$ cat src/rtl/r_cpu_pkg.sv
// Shared types and encodings for the R-format multi-cycle sequencer.
// State enum, funct/opcode constants and ALU control codes.
package r_cpu_pkg;

    typedef enum logic [2:0] {
        S_IDLE,
        S_FETCH,
        S_DECODE,
        S_EXEC,
        S_WB,
        S_DONE
    } state_t;

    localparam logic [5:0] OP_RTYPE = 6'd0;

    localparam logic [5:0] FN_ADD = 6'h20;
    localparam logic [5:0] FN_SUB = 6'h22;
    localparam logic [5:0] FN_AND = 6'h24;
    localparam logic [5:0] FN_OR  = 6'h25;
    localparam logic [5:0] FN_SLT = 6'h2A;
    localparam logic [5:0] FN_SRL = 6'h02;

    localparam logic [3:0] ALU_AND = 4'b0000;
    localparam logic [3:0] ALU_OR  = 4'b0001;
    localparam logic [3:0] ALU_ADD = 4'b0010;
    localparam logic [3:0] ALU_SUB = 4'b0110;
    localparam logic [3:0] ALU_SLT = 4'b0111;
    localparam logic [3:0] ALU_SRL = 4'b1000;
    localparam logic [3:0] ALU_BAD = 4'b1111;

endpackage

$ cat src/rtl/rfmt_decode.sv
// Combinational R-format decoder: IR -> ALU control, legality, NOP.
// The all-zero word is a legal NOP even though funct 0 is not supported.
module rfmt_decode
    import r_cpu_pkg::*;
(
    input  logic [31:0] ir,
    output logic [3:0]  alu_ctrl,
    output logic        legal,
    output logic        nop
);

    logic [5:0] opcode;
    logic [5:0] funct;

    assign opcode = ir[31:26];
    assign funct  = ir[5:0];

    always_comb begin
        alu_ctrl = ALU_BAD;
        legal    = 1'b0;
        nop      = 1'b0;
        if (ir == 32'd0) begin
            alu_ctrl = ALU_ADD;
            legal    = 1'b1;
            nop      = 1'b1;
        end else if (opcode == OP_RTYPE) begin
            legal = 1'b1;
            unique case (1'b1)
                (funct == FN_ADD): alu_ctrl = ALU_ADD;
                (funct == FN_SUB): alu_ctrl = ALU_SUB;
                (funct == FN_AND): alu_ctrl = ALU_AND;
                (funct == FN_OR):  alu_ctrl = ALU_OR;
                (funct == FN_SLT): alu_ctrl = ALU_SLT;
                (funct == FN_SRL): alu_ctrl = ALU_SRL;
                default: begin
                    alu_ctrl = ALU_BAD;
                    legal    = 1'b0;
                end
            endcase
        end
    end

endmodule

$ cat src/rtl/r_format_seq_ctrl.sv
// Multi-cycle FETCH/DECODE/EXEC/WB sequencer for the R-format datapath.
// Owns PC, IR, retire counter and the sticky illegal-instruction flag.
module r_format_seq_ctrl
    import r_cpu_pkg::*;
#(
    parameter int INSTR_MAX = 128,
    parameter int PC_W      = 32
) (
    input  logic            clk,
    input  logic            rst,
    input  logic            start,
    input  logic [31:0]     instr,
    output logic [PC_W-1:0] pc,
    output logic            ir_we,
    output logic            alu_we,
    output logic            reg_write,
    output logic [4:0]      rs,
    output logic [4:0]      rt,
    output logic [4:0]      rd,
    output logic [4:0]      shamt,
    output logic [3:0]      alu_ctrl,
    output logic            busy,
    output logic            done,
    output logic            illegal,
    output logic [7:0]      instr_count
);

    localparam logic [PC_W-1:0] PC_LAST = PC_W'(INSTR_MAX - 4);
    localparam logic [PC_W-1:0] PC_STEP = PC_W'(4);

    state_t      state;
    logic [31:0] ir;
    logic [3:0]  alu_q;
    logic        legal_q;
    logic        nop_q;
    logic [3:0]  dec_alu;
    logic        dec_legal;
    logic        dec_nop;

    rfmt_decode u_dec (
        .ir       (ir),
        .alu_ctrl (dec_alu),
        .legal    (dec_legal),
        .nop      (dec_nop)
    );

    assign rs    = ir[25:21];
    assign rt    = ir[20:16];
    assign rd    = ir[15:11];
    assign shamt = ir[10:6];

    // DECODE shows the live decode; it is held from EXEC onward.
    assign alu_ctrl  = (state == S_DECODE) ? dec_alu : alu_q;
    assign ir_we     = (state == S_FETCH);
    assign alu_we    = (state == S_EXEC);
    assign reg_write = (state == S_WB) && legal_q && !nop_q && (rd != 5'd0);
    assign busy      = (state == S_FETCH) || (state == S_DECODE) ||
                       (state == S_EXEC)  || (state == S_WB);
    assign done      = (state == S_DONE);

    always_ff @(posedge clk) begin
        if (rst) begin
            state       <= S_IDLE;
            pc          <= '0;
            ir          <= '0;
            alu_q       <= '0;
            legal_q     <= 1'b0;
            nop_q       <= 1'b0;
            illegal     <= 1'b0;
            instr_count <= '0;
        end else begin
            unique case (state)
                S_IDLE, S_DONE: begin
                    if (start) begin
                        state       <= S_FETCH;
                        pc          <= '0;
                        illegal     <= 1'b0;
                        instr_count <= '0;
                    end
                end
                S_FETCH: begin
                    ir    <= instr;
                    state <= S_DECODE;
                end
                S_DECODE: begin
                    alu_q   <= dec_alu;
                    legal_q <= dec_legal;
                    nop_q   <= dec_nop;
                    if (!dec_legal)
                        illegal <= 1'b1;
                    state <= S_EXEC;
                end
                S_EXEC: begin
                    state <= S_WB;
                end
                S_WB: begin
                    if (instr_count != 8'hFF)
                        instr_count <= instr_count + 8'd1;
                    if (pc == PC_LAST) begin
                        state <= S_DONE;
                    end else begin
                        pc    <= pc + PC_STEP;
                        state <= S_FETCH;
                    end
                end
                default: state <= S_IDLE;
            endcase
        end
    end

endmodule
$ cat config.mk
export PLATFORM = sky130hd
export DESIGN_NAME = r_format_seq_ctrl
export DESIGN_NICKNAME = d
export VERILOG_FILES = /design/src/rtl/r_cpu_pkg.sv /design/src/rtl/rfmt_decode.sv /design/src/rtl/r_format_seq_ctrl.sv
export SDC_FILE = /design/constraint.sdc
export NUM_CORES = 1
export LEC_CHECK = 0
export CORE_UTILIZATION = 52
export CTS_CLUSTER_DIAMETER = 120
export DETAILED_ROUTE_END_ITERATION = 8
export PLACE_DENSITY_LB_ADDON = 0.12
export SLEW_MARGIN = 20
export SYNTH_ARGS = -nofsm -noshare
export SYNTH_HDL_FRONTEND = slang
export SYNTH_SLANG_ARGS = --single-unit
$ cat constraint.sdc
create_clock -name clk -period 3.9 [get_ports clk]
set_input_delay 0.39 -clock clk [delete_from_list [all_inputs] [get_ports clk]]
set_output_delay 0.39 -clock clk [all_outputs]
set_load 0.005 [all_outputs]
==> results.sh, run 1 <==
export IMPL_setup_ws_ns=0.802
export IMPL_rrSetupSlack_ns=1.57
export IMPL_yosysSeqAreaShare=0.416
export IMPL_cpPeakStageDelay_ns=0.75
export IMPL_portBuffers=102
export IMPL_layout_nets=597
export IMPL_min_path_type="reg2reg"
export IMPL_grt_max_degree=41
export IMPL_maxCapViolations=0
export IMPL_grt_antenna_before_repair=0
export IMPL_crit_start="state[1]"
export IMPL_synth_area_leader_cell="dfxtp_1"
export IMPL_ir_drop_v=0.000269
export IMPL_tightest_slew_ns=0.895
export IMPL_fin_cells=660
export IMPL_slew_headroom=0.399
export IMPL_post_place_ws_ns=1.25
export IMPL_timing_fmax_mhz=323
export IMPL_drv_slew=0
export IMPL_cp_top_family="simple AND/OR/NAND/NOR gates"
export IMPL_fin_skew_ns=0.0126
export IMPL_arrival_ns=2.71
export IMPL_routedWlPerCell_um=14.1
export IMPL_post_route_period_util=0.794
export IMPL_crit_path_start_kind="flop"
export IMPL_dp_cells=644
export IMPL_critPathSlowestCell="nor3_1"
export IMPL_ys_flop_type="dfxtp_1"
export IMPL_finalSetupViolCount=0
export IMPL_grt_ovfl_total=0
export IMPL_synth_area_per_cell_um2=7.95
export IMPL_h_tree_depth=3
export IMPL_status="finished clean"
export IMPL_dr_pass1_iters=5
export IMPL_rr_worst_depth=5
export IMPL_cp_num_buf_inv=2
export IMPL_die_area_um2=7750
export IMPL_path_cells="inv_1 -> nor3_1 -> o211ai_1 -> nand2_1 -> clkdlybuf4s50_1"
export IMPL_viasPerCell=5.59
export IMPL_cp_end_kind="output pin"
export IMPL_fin_crit_ns=3.10
export IMPL_fin_tns_setup_ns=0
export IMPL_grt_pass1_wl_mm=14.8
export IMPL_initial_core_util=0.551
export IMPL_routed_wl_mm=9.30
export IMPL_synth_seq_cells=80
export IMPL_cts_buffers=9
export IMPL_path_clk_slew_ns=0.09
export IMPL_synthTopCellsByArea="dfxtp_1, nand2_1, a21oi_1"
export IMPL_critical_path_required_ns=3.51
export IMPL_synth_edff_count=0
export IMPL_grt_usage=0.247
export IMPL_worstReg2RegStart="state[2]"
export IMPL_clockBufferDepth=2
export IMPL_yosysUniqueCellTypes=51
export IMPL_hold_slack_ns=0.463
export IMPL_root_buffer="clkbuf_8"
export IMPL_path_depth=5
export IMPL_antenna_left=0
export IMPL_die_height_um=88.0
export IMPL_synthArstFlopShare=0
export IMPL_cp_endpoint="alu_ctrl[3]"
export IMPL_synth_top_area_share=0.416
export IMPL_gp_congestion=0.855
export IMPL_cts_tree="done"
export IMPL_final_hold_violation_count=0
export IMPL_die_width_um=88.0
export IMPL_power_leakage_nw=1.68
export IMPL_crit_type="reg2out"
export IMPL_ios=105
export IMPL_postCtsSetupBuffers=0
export IMPL_ctsHoldBuffers=0
export IMPL_post_cts_resized=0
export IMPL_diodes=0
export IMPL_r2r_end="pc[31]"
export IMPL_remaining_drc_errors=0
export IMPL_grt_pass1_vias=3144
export IMPL_path_max_fanout=9
export IMPL_hpwl_mm=6.73
export IMPL_syn_to_final_growth_pct=29.0
export IMPL_drive_gt1_frac=0.0479
export IMPL_p_per_area_nw_per_um2=361
export IMPL_ys_warn_count=0
export IMPL_netlist_area_um2=3850
export IMPL_num_vias=3688
export IMPL_rsz0062_at_grt="no"
export IMPL_core_area_um2=6980
export IMPL_clk_latency_ns=0.36
export IMPL_fp_row_count=30
export IMPL_drtIter0Drc=190
export IMPL_netlist_instances=484
export IMPL_clkSinkCount=80
[cells in the final DEF, fill, tap and decap left out, drive strengths merged, types with 9 or more instances in the layout]
cell,instances
nor2,23
xor2,10
clkbuf,11
nand3,28
and3,9
a21oi,62
inv,12
dfxtp,80
nand2,89
nor3,10
nor4,13
clkdlybuf4s50,102
o21ai,9
[cells in the mapped netlist (all sizes together), types with 2 or more instances]
master / number
nand2b: 2
o31ai: 8
nand3: 28
nor2b: 2
clkbuf: 15
or3: 8
nand2: 89
buf: 30
o21a: 5
nor4: 13
o211ai: 5
a21o: 7
nor4b: 3
or2: 2
and2: 4
or4b: 2
or4: 8
xor2: 10
o21ai: 9
xnor2: 5
nand4: 8
dfxtp: 80
ha: 3
a21oi: 62
a31oi: 2
nor2: 23
and3: 9
nand4b: 2
inv: 12
and4: 6
nor3: 10
[report_power, final]
| group | internal, mW | total, mW | switching, mW | leakage, nW |
|---|---|---|---|---|
| Clock | 0.295 | 0.597 | 0.301 | 0.0856 |
| Sequential | 0.854 | 0.890 | 0.0358 | 0.649 |
| Combinational | 0.151 | 0.307 | 0.156 | 0.947 |
[cell families (layout without fill, tap and decap cells)]
| logic type | count (synthesis) | count (layout) | share of synthesized area |
|---|---|---|---|
| AO/OA/AOI/OAI | 106 | 106 | 0.165 |
| XOR/XNOR | 15 | 15 | 0.0341 |
| adder cells (fa/ha/maj) | 3 | 3 | 0.00975 |
| buffers and inverters | 57 | 136 | 0.0806 |
| flip-flops | 80 | 80 | 0.416 |
| other | 1 | 2 | 0.000974 |
| AND/OR/NAND/NOR | 222 | 222 | 0.294 |
[sequential cells by signal, summed over array words and instances (netlist names)]
| name | flops |
|---|---|
| nop_q | 1 |
| alu_q | 4 |
| instr_count | 8 |
| ir | 32 |
| illegal | 1 |
| state | 3 |
| pc | 30 |
| legal_q | 1 |
[metrics by stage]
| stage | util | instance area, µm² | power (mW) |
|---|---|---|---|
| after floorplan | - | 3850 | 1.09 |
| after global placement | 0.684 | 4780 | 1.21 |
| after detailed placement | 0.684 | 4780 | 1.22 |
| after CTS | 0.711 | 4970 | 1.81 |
| after global routing | 0.711 | 4970 | 1.89 |
| final | 0.711 | 4970 | 1.79 |
[how the worst min path moves through the flow]
stage	startpoint	end	slack, ns	cells after the start
3_5_place_dp	nop_q	nop_q	0.45	2
2_1_floorplan	nop_q	nop_q	0.43	2
5_1_grt	ir[27]	ir[27]	0.49	2
6_report	nop_q	nop_q	0.46	2
3_3_place_gp	ir[30]	ir[30]	0.44	2
4_1_cts	nop_q	nop_q	0.46	2
[metal layers]
layer | GRT usage | up-vias | routed length (µm)
met4 | 0.117 | 0 | 231
met3 | 0.0631 | 21 | 591
met2 | 0.393 | 131 | 4350
met1 | 0.314 | 1688 | 4130
li1 | - | 1848 | -
met5 | 0 | - | 0
[tightest hold or removal path: stages (launching register included)]
cell and delay (ns):
dfxtp_1 0.32, nand2_1 0.05, a21oi_1 0.06
[final cells by class]
| type | instances | area, µm² |
|---|---|---|
| clock buffer | 11 | 131 |
| sequential | 80 | 1600 |
| clock inverter | 5 | 57.6 |
| inverter | 12 | 45.0 |
| multi-input combinational | 348 | 1940 |
| timing repair buffer | 108 | 1070 |
| tap | 96 | 120 |
| fill | 578 | 2020 |
Power figures use the tool's default switching activity.
==> run 2, diff against run 1 <==
--- a/config.mk
+++ b/config.mk
@@ -5,7 +5,7 @@
 export SDC_FILE = /design/constraint.sdc
 export NUM_CORES = 1
 export LEC_CHECK = 0
-export CORE_UTILIZATION = 52
+export CORE_UTILIZATION = 48
 export CTS_CLUSTER_DIAMETER = 120
 export DETAILED_ROUTE_END_ITERATION = 8
 export PLACE_DENSITY_LB_ADDON = 0.12
==> constraint.sdc (replaced) <==
create_clock -name clk -period 3.22 [get_ports clk]
set_input_delay 0.322 -clock clk [delete_from_list [all_inputs] [get_ports clk]]
set_output_delay 0.322 -clock clk [all_outputs]
set_load 0.005 [all_outputs]
==> results.sh, run 2 (same netlist as run 1, synthesis figures left out) <==
export IMPL_status="finished clean"
export IMPL_num_vias=3678
export IMPL_wl_met3_um=795
export IMPL_postCtsSetupBuffers=0
export IMPL_grt_max_degree=41
export IMPL_clkSinkCount=80
export IMPL_routed_wl_mm=9.41
export IMPL_die_width_um=91.5
export IMPL_arrival_ns=2.63
export IMPL_maxCapViolations=0
export IMPL_fin_tns_setup_ns=0
export IMPL_slew_headroom=0.513
export IMPL_cts_buffers=9
export IMPL_worstReg2RegStart="state[2]"
export IMPL_initial_core_util=0.498
export IMPL_whs_endpoint="nop_q"
export IMPL_rr_worst_depth=5
export IMPL_die_area_um2=8380
export IMPL_drt_met1_wl_mm=3.98
export IMPL_hpwl_mm=6.80
export IMPL_power_leakage_nw=1.71
export IMPL_critical_path_required_ns=2.90
export IMPL_crit_type="reg2out"
export IMPL_cts_tree="done"
export IMPL_hold_depth=2
export IMPL_fin_skew_ns=0.00818
export IMPL_syn_to_final_growth_pct=30.1
export IMPL_routedWlPerCell_um=14.1
export IMPL_rsz0062_at_grt="no"
export IMPL_tightest_slew_ns=0.725
export IMPL_grt_antenna_before_repair=0
export IMPL_p_per_area_nw_per_um2=442
export IMPL_met2_length_mm=4.48
export IMPL_cp_end_kind="output pin"
export IMPL_ir_drop_v=0.000221
export IMPL_largestRegisters="ir (32), pc (30), instr_count (8)"
export IMPL_clk_latency_ns=0.34
export IMPL_min_from="nop_q"
export IMPL_fillers=679
export IMPL_mostFrequentLayoutCells="clkdlybuf4s50_1, nand2_1, dfxtp_1"
export IMPL_dr_pass1_iters=4
export IMPL_post_route_util=0.648
export IMPL_grt_usage=0.237
export IMPL_min_path_type="reg2reg"
export IMPL_r2r_end="pc[31]"
export IMPL_drive_gt1_frac=0.0548
export IMPL_grt_pass1_wl_mm=16.0
export IMPL_fp_row_count=32
export IMPL_drv_slew=0
export IMPL_ctsHoldBuffers=0
export IMPL_antenna_left=0
export IMPL_fin_crit_ns=2.96
export IMPL_ios=105
export IMPL_regMostFlops="ir"
export IMPL_top_layer="met4"
export IMPL_final_hold_violation_count=0
export IMPL_remaining_drc_errors=0
export IMPL_h_tree_depth=3
export IMPL_path_clk_slew_ns=0.08
export IMPL_timing_fmax_mhz=338
export IMPL_grt_ovfl_total=0
export IMPL_die_height_um=91.5
export IMPL_diodes=0
export IMPL_dp_cells=652
export IMPL_rrSetupSlack_ns=0.96
export IMPL_post_route_period_util=0.918
export IMPL_layout_nets=599
export IMPL_gp_congestion=0.794
export IMPL_fin_cells=668
export IMPL_drtIter0Drc=150
export IMPL_crit_path_start_kind="flop"
export IMPL_core_area_um2=7730
export IMPL_clockBufferDepth=2
export IMPL_post_cts_resized=0
export IMPL_largest_reg_flops=32
export IMPL_viasPerCell=5.51
export IMPL_final_common_cell="clkdlybuf4s50_1"
export IMPL_grt_pass1_vias=3388
export IMPL_path_max_fanout=4
export IMPL_portBuffers=102
export IMPL_root_buffer="clkbuf_8"
export IMPL_finalSetupViolCount=0
run 2: per-stage QoR:
step	hold WS (ns)	worst slack (ns)	total power [mW]	instance area [µm²]
floorplan	0.432	1.23	1.32	3850
global placement	0.445	0.617	1.47	4800
detailed placement	0.447	0.609	1.48	4800
CTS	0.458	0.219	2.23	5010
global route	0.484	0.180	2.33	5010
finish	0.457	0.264	2.21	5010
run 2: cell type report:
| type | count | area (µm²) | share of cell area |
|---|---|---|---|
| clock buffer | 11 | 151 | 0.0302 |
| tap | 102 | 128 | 0.0255 |
| clock inverter | 5 | 55.1 | 0.0110 |
| multi-input combinational | 348 | 1940 | 0.388 |
| timing repair buffer | 110 | 1080 | 0.216 |
| sequential | 80 | 1600 | 0.320 |
| inverter | 12 | 45.0 | 0.00900 |
run 2: critical path, stage by stage, from the launching register on:
cell and delay, ns:
dfxtp_1 0.33, nor4_1 0.36, nand3_1 0.13, or4_1 0.59
or2_2 0.33, o211a_1 0.12, clkdlybuf4s50_1 0.44
run 2: how the worst max path moves through the flow:
stage                       from     endpoint  slack [ns]  cells past startpoint
final                     ir[17]  alu_ctrl[0]        0.26                      6
after global routing      ir[17]  alu_ctrl[0]        0.18                      6
after CTS                 ir[17]  alu_ctrl[0]        0.22                      6
after detailed placement  ir[17]  alu_ctrl[0]        0.61                      6
after global placement    ir[17]  alu_ctrl[0]        0.62                      6
after floorplan            ir[5]  alu_ctrl[0]        1.23                      5
run 2: routing by layer:
metal,vias to the layer above,global-route usage
li1,1846,-
met1,1709,0.293
met2,110,0.383
met3,13,0.0771
met4,0,0.0860
met5,-,0
run 2: power breakdown:
part | leakage (nW) | internal [mW] | switching (mW)
Combinational | 0.957 | 0.187 | 0.191
Clock | 0.101 | 0.398 | 0.360
Sequential | 0.649 | 1.03 | 0.0430
==> run 3, diff against run 2 <==
--- a/config.mk
+++ b/config.mk
@@ -5,7 +5,7 @@
 export SDC_FILE = /design/constraint.sdc
 export NUM_CORES = 1
 export LEC_CHECK = 0
-export CORE_UTILIZATION = 48
+export CORE_UTILIZATION = 44
 export CTS_CLUSTER_DIAMETER = 120
 export DETAILED_ROUTE_END_ITERATION = 8
 export PLACE_DENSITY_LB_ADDON = 0.12
==> constraint.sdc (replaced) <==
create_clock -name clk -period 2.42 [get_ports clk]
set_input_delay 0.242 -clock clk [delete_from_list [all_inputs] [get_ports clk]]
set_output_delay 0.242 -clock clk [all_outputs]
set_load 0.005 [all_outputs]
==> results.sh, run 3 (same netlist as run 1, synthesis figures left out) <==
export IMPL_drtIter0Drc=150
export IMPL_clkSinkCount=80
export IMPL_hold_slack_ns=0.437
export IMPL_cts_tree="done"
export IMPL_fillers=740
export IMPL_grt_pass1_vias=3503
export IMPL_ctsHoldBuffers=0
export IMPL_p_int_mw=2.15
export IMPL_grt_max_degree=41
export IMPL_portBuffers=102
export IMPL_die_area_um2=9130
export IMPL_ios=105
export IMPL_cp_end_kind="output pin"
export IMPL_switchingPower_mw=0.830
export IMPL_crit_start="ir[25]"
export IMPL_status="finished clean"
export IMPL_routedWlPerCell_um=14.0
export IMPL_min_path_type="in2reg"
export IMPL_diodes=0
export IMPL_initial_core_util=0.461
export IMPL_post_route_period_util=0.964
export IMPL_fp_row_count=33
export IMPL_power_frac_seq=0.480
export IMPL_post_route_util=0.637
export IMPL_r2r_end="pc[31]"
export IMPL_crit_type="reg2out"
export IMPL_fin_crit_ns=2.33
export IMPL_remaining_drc_errors=0
export IMPL_fin_skew_ns=0.00955
export IMPL_grt_ovfl_total=0
export IMPL_total_power_mw=2.98
export IMPL_clkPwrFrac=0.323
export IMPL_final_common_cell="clkdlybuf4s50_1"
export IMPL_rr_worst_depth=6
export IMPL_maxCapViolations=0
export IMPL_path_max_fanout=2
export IMPL_clk_latency_ns=0.35
export IMPL_mostFrequentLayoutCells="clkdlybuf4s50_1, nand2_1, dfxtp_1"
export IMPL_ir_drop_v=0.000301
export IMPL_grt_antenna_before_repair=0
export IMPL_die_height_um=95.5
export IMPL_layout_nets=632
export IMPL_die_width_um=95.5
export IMPL_worstReg2RegStart="pc[16]"
export IMPL_gp_congestion=0.796
export IMPL_fin_cells=704
export IMPL_dp_cells=678
export IMPL_viasPerCell=5.38
export IMPL_drv_slew=0
export IMPL_regMostFlops="ir"
export IMPL_clockBufferDepth=2
export IMPL_path_clk_slew_ns=0.08
export IMPL_routed_wl_mm=9.89
export IMPL_hpwl_mm=6.99
export IMPL_num_vias=3787
export IMPL_finalSetupViolCount=0
export IMPL_final_hold_violation_count=0
export IMPL_critical_path_required_ns=2.18
export IMPL_crit_path_start_kind="flop"
export IMPL_core_area_um2=8340
export IMPL_cp_endpoint="alu_ctrl[0]"
export IMPL_grt_pass1_wl_mm=16.2
export IMPL_dr_pass1_iters=5
export IMPL_p_per_area_nw_per_um2=562
export IMPL_power_leakage_nw=1.92
export IMPL_syn_to_final_growth_pct=37.9
export IMPL_antenna_left=0
export IMPL_timing_fmax_mhz=429
export IMPL_h_tree_depth=3
export IMPL_largestRegisters="ir (32), pc (30), instr_count (8)"
export IMPL_cts_buffers=9
export IMPL_root_buffer="clkbuf_8"
export IMPL_p_comb_frac=0.196
export IMPL_arrival_ns=2.09
export IMPL_rrSetupSlack_ns=0.38
export IMPL_p_sw_frac=0.278
export IMPL_largest_reg_flops=32
export IMPL_drive_gt1_frac=0.129
export IMPL_grt_usage=0.227
export IMPL_hold_depth=3
[run 3: cell count changes in the layout (fill, tap and decap cells not counted), sizes merged]
cell,change
dlymetal6s2s,+1
clkdlybuf4s50,-4
clkinv,+1
buf,+33
clkbuf,+2
[run 3: power groups by stage]
stage / Combinational, mW / Clock, mW / Sequential [mW]
5_1_grt: 0.648 / 1.04 / 1.44
2_1_floorplan: 0.317 / 0 / 1.44
3_5_place_dp: 0.553 / 0 / 1.46
4_1_cts: 0.582 / 0.981 / 1.43
6_report: 0.586 / 0.966 / 1.43
3_3_place_gp: 0.547 / 0 / 1.45
[run 3: worst min-delay path by stage]
stage	startpoint	end	slack, ns
2_1_floorplan	instr[26]	ir[26]	0.38
3_3_place_gp	nop_q	nop_q	0.44
3_5_place_dp	ir[27]	ir[27]	0.45
4_1_cts	instr[22]	ir[22]	0.43
5_1_grt	instr[30]	ir[30]	0.44
6_report	instr[24]	ir[24]	0.44
[run 3: final cells by class]
| class | count | area (µm²) | area share |
|---|---|---|---|
| well taps | 105 | 131 | 0.0247 |
| repair buffers | 143 | 1340 | 0.252 |
| multi-input cells | 348 | 2000 | 0.376 |
| inverters | 12 | 45.0 | 0.00848 |
| clock inverters | 6 | 60.1 | 0.0113 |
| flip-flops and latches | 80 | 1610 | 0.304 |
| clock buffers | 10 | 128 | 0.0240 |
[run 3: repair_timing]
action | CTS | global route
endpoints found under the setup margin | 4 | 4
gates resized for setup | 20 | 8
cloned | 0 | 0
pin swaps | 9 | 4
hold endpoints to repair | 0 | 0
setup buffers | 7 | 3
[run 3: metal layers]
metal | up-vias | global-route usage | wire (µm)
li1 | 1907 | - | -
met1 | 1755 | 0.283 | 4400
met2 | 111 | 0.367 | 4630
met3 | 14 | 0.0670 | 675
met4 | 0 | 0.0883 | 184
met5 | - | 0 | 0
[run 3: stage by stage]
stage               worst slack (ns)  TNS [ns]  instance area [µm²]
floorplan                      0.466         0                 3850
global placement              0.0126         0                 4990
detailed placement            0.0292         0                 4990
CTS                         -0.00575  -0.00575                 5280
global route                -0.00587  -0.00796                 5310
finish                        0.0880         0                 5310
[run 3: worst max-delay path, stage by stage, from the launching register on]
cell      delay, ns
dfxtp_2        0.34
nor4_4         0.29
nand3_1        0.13
or4_4          0.51
or2_4          0.25
o211a_1        0.12
clkbuf_2       0.11
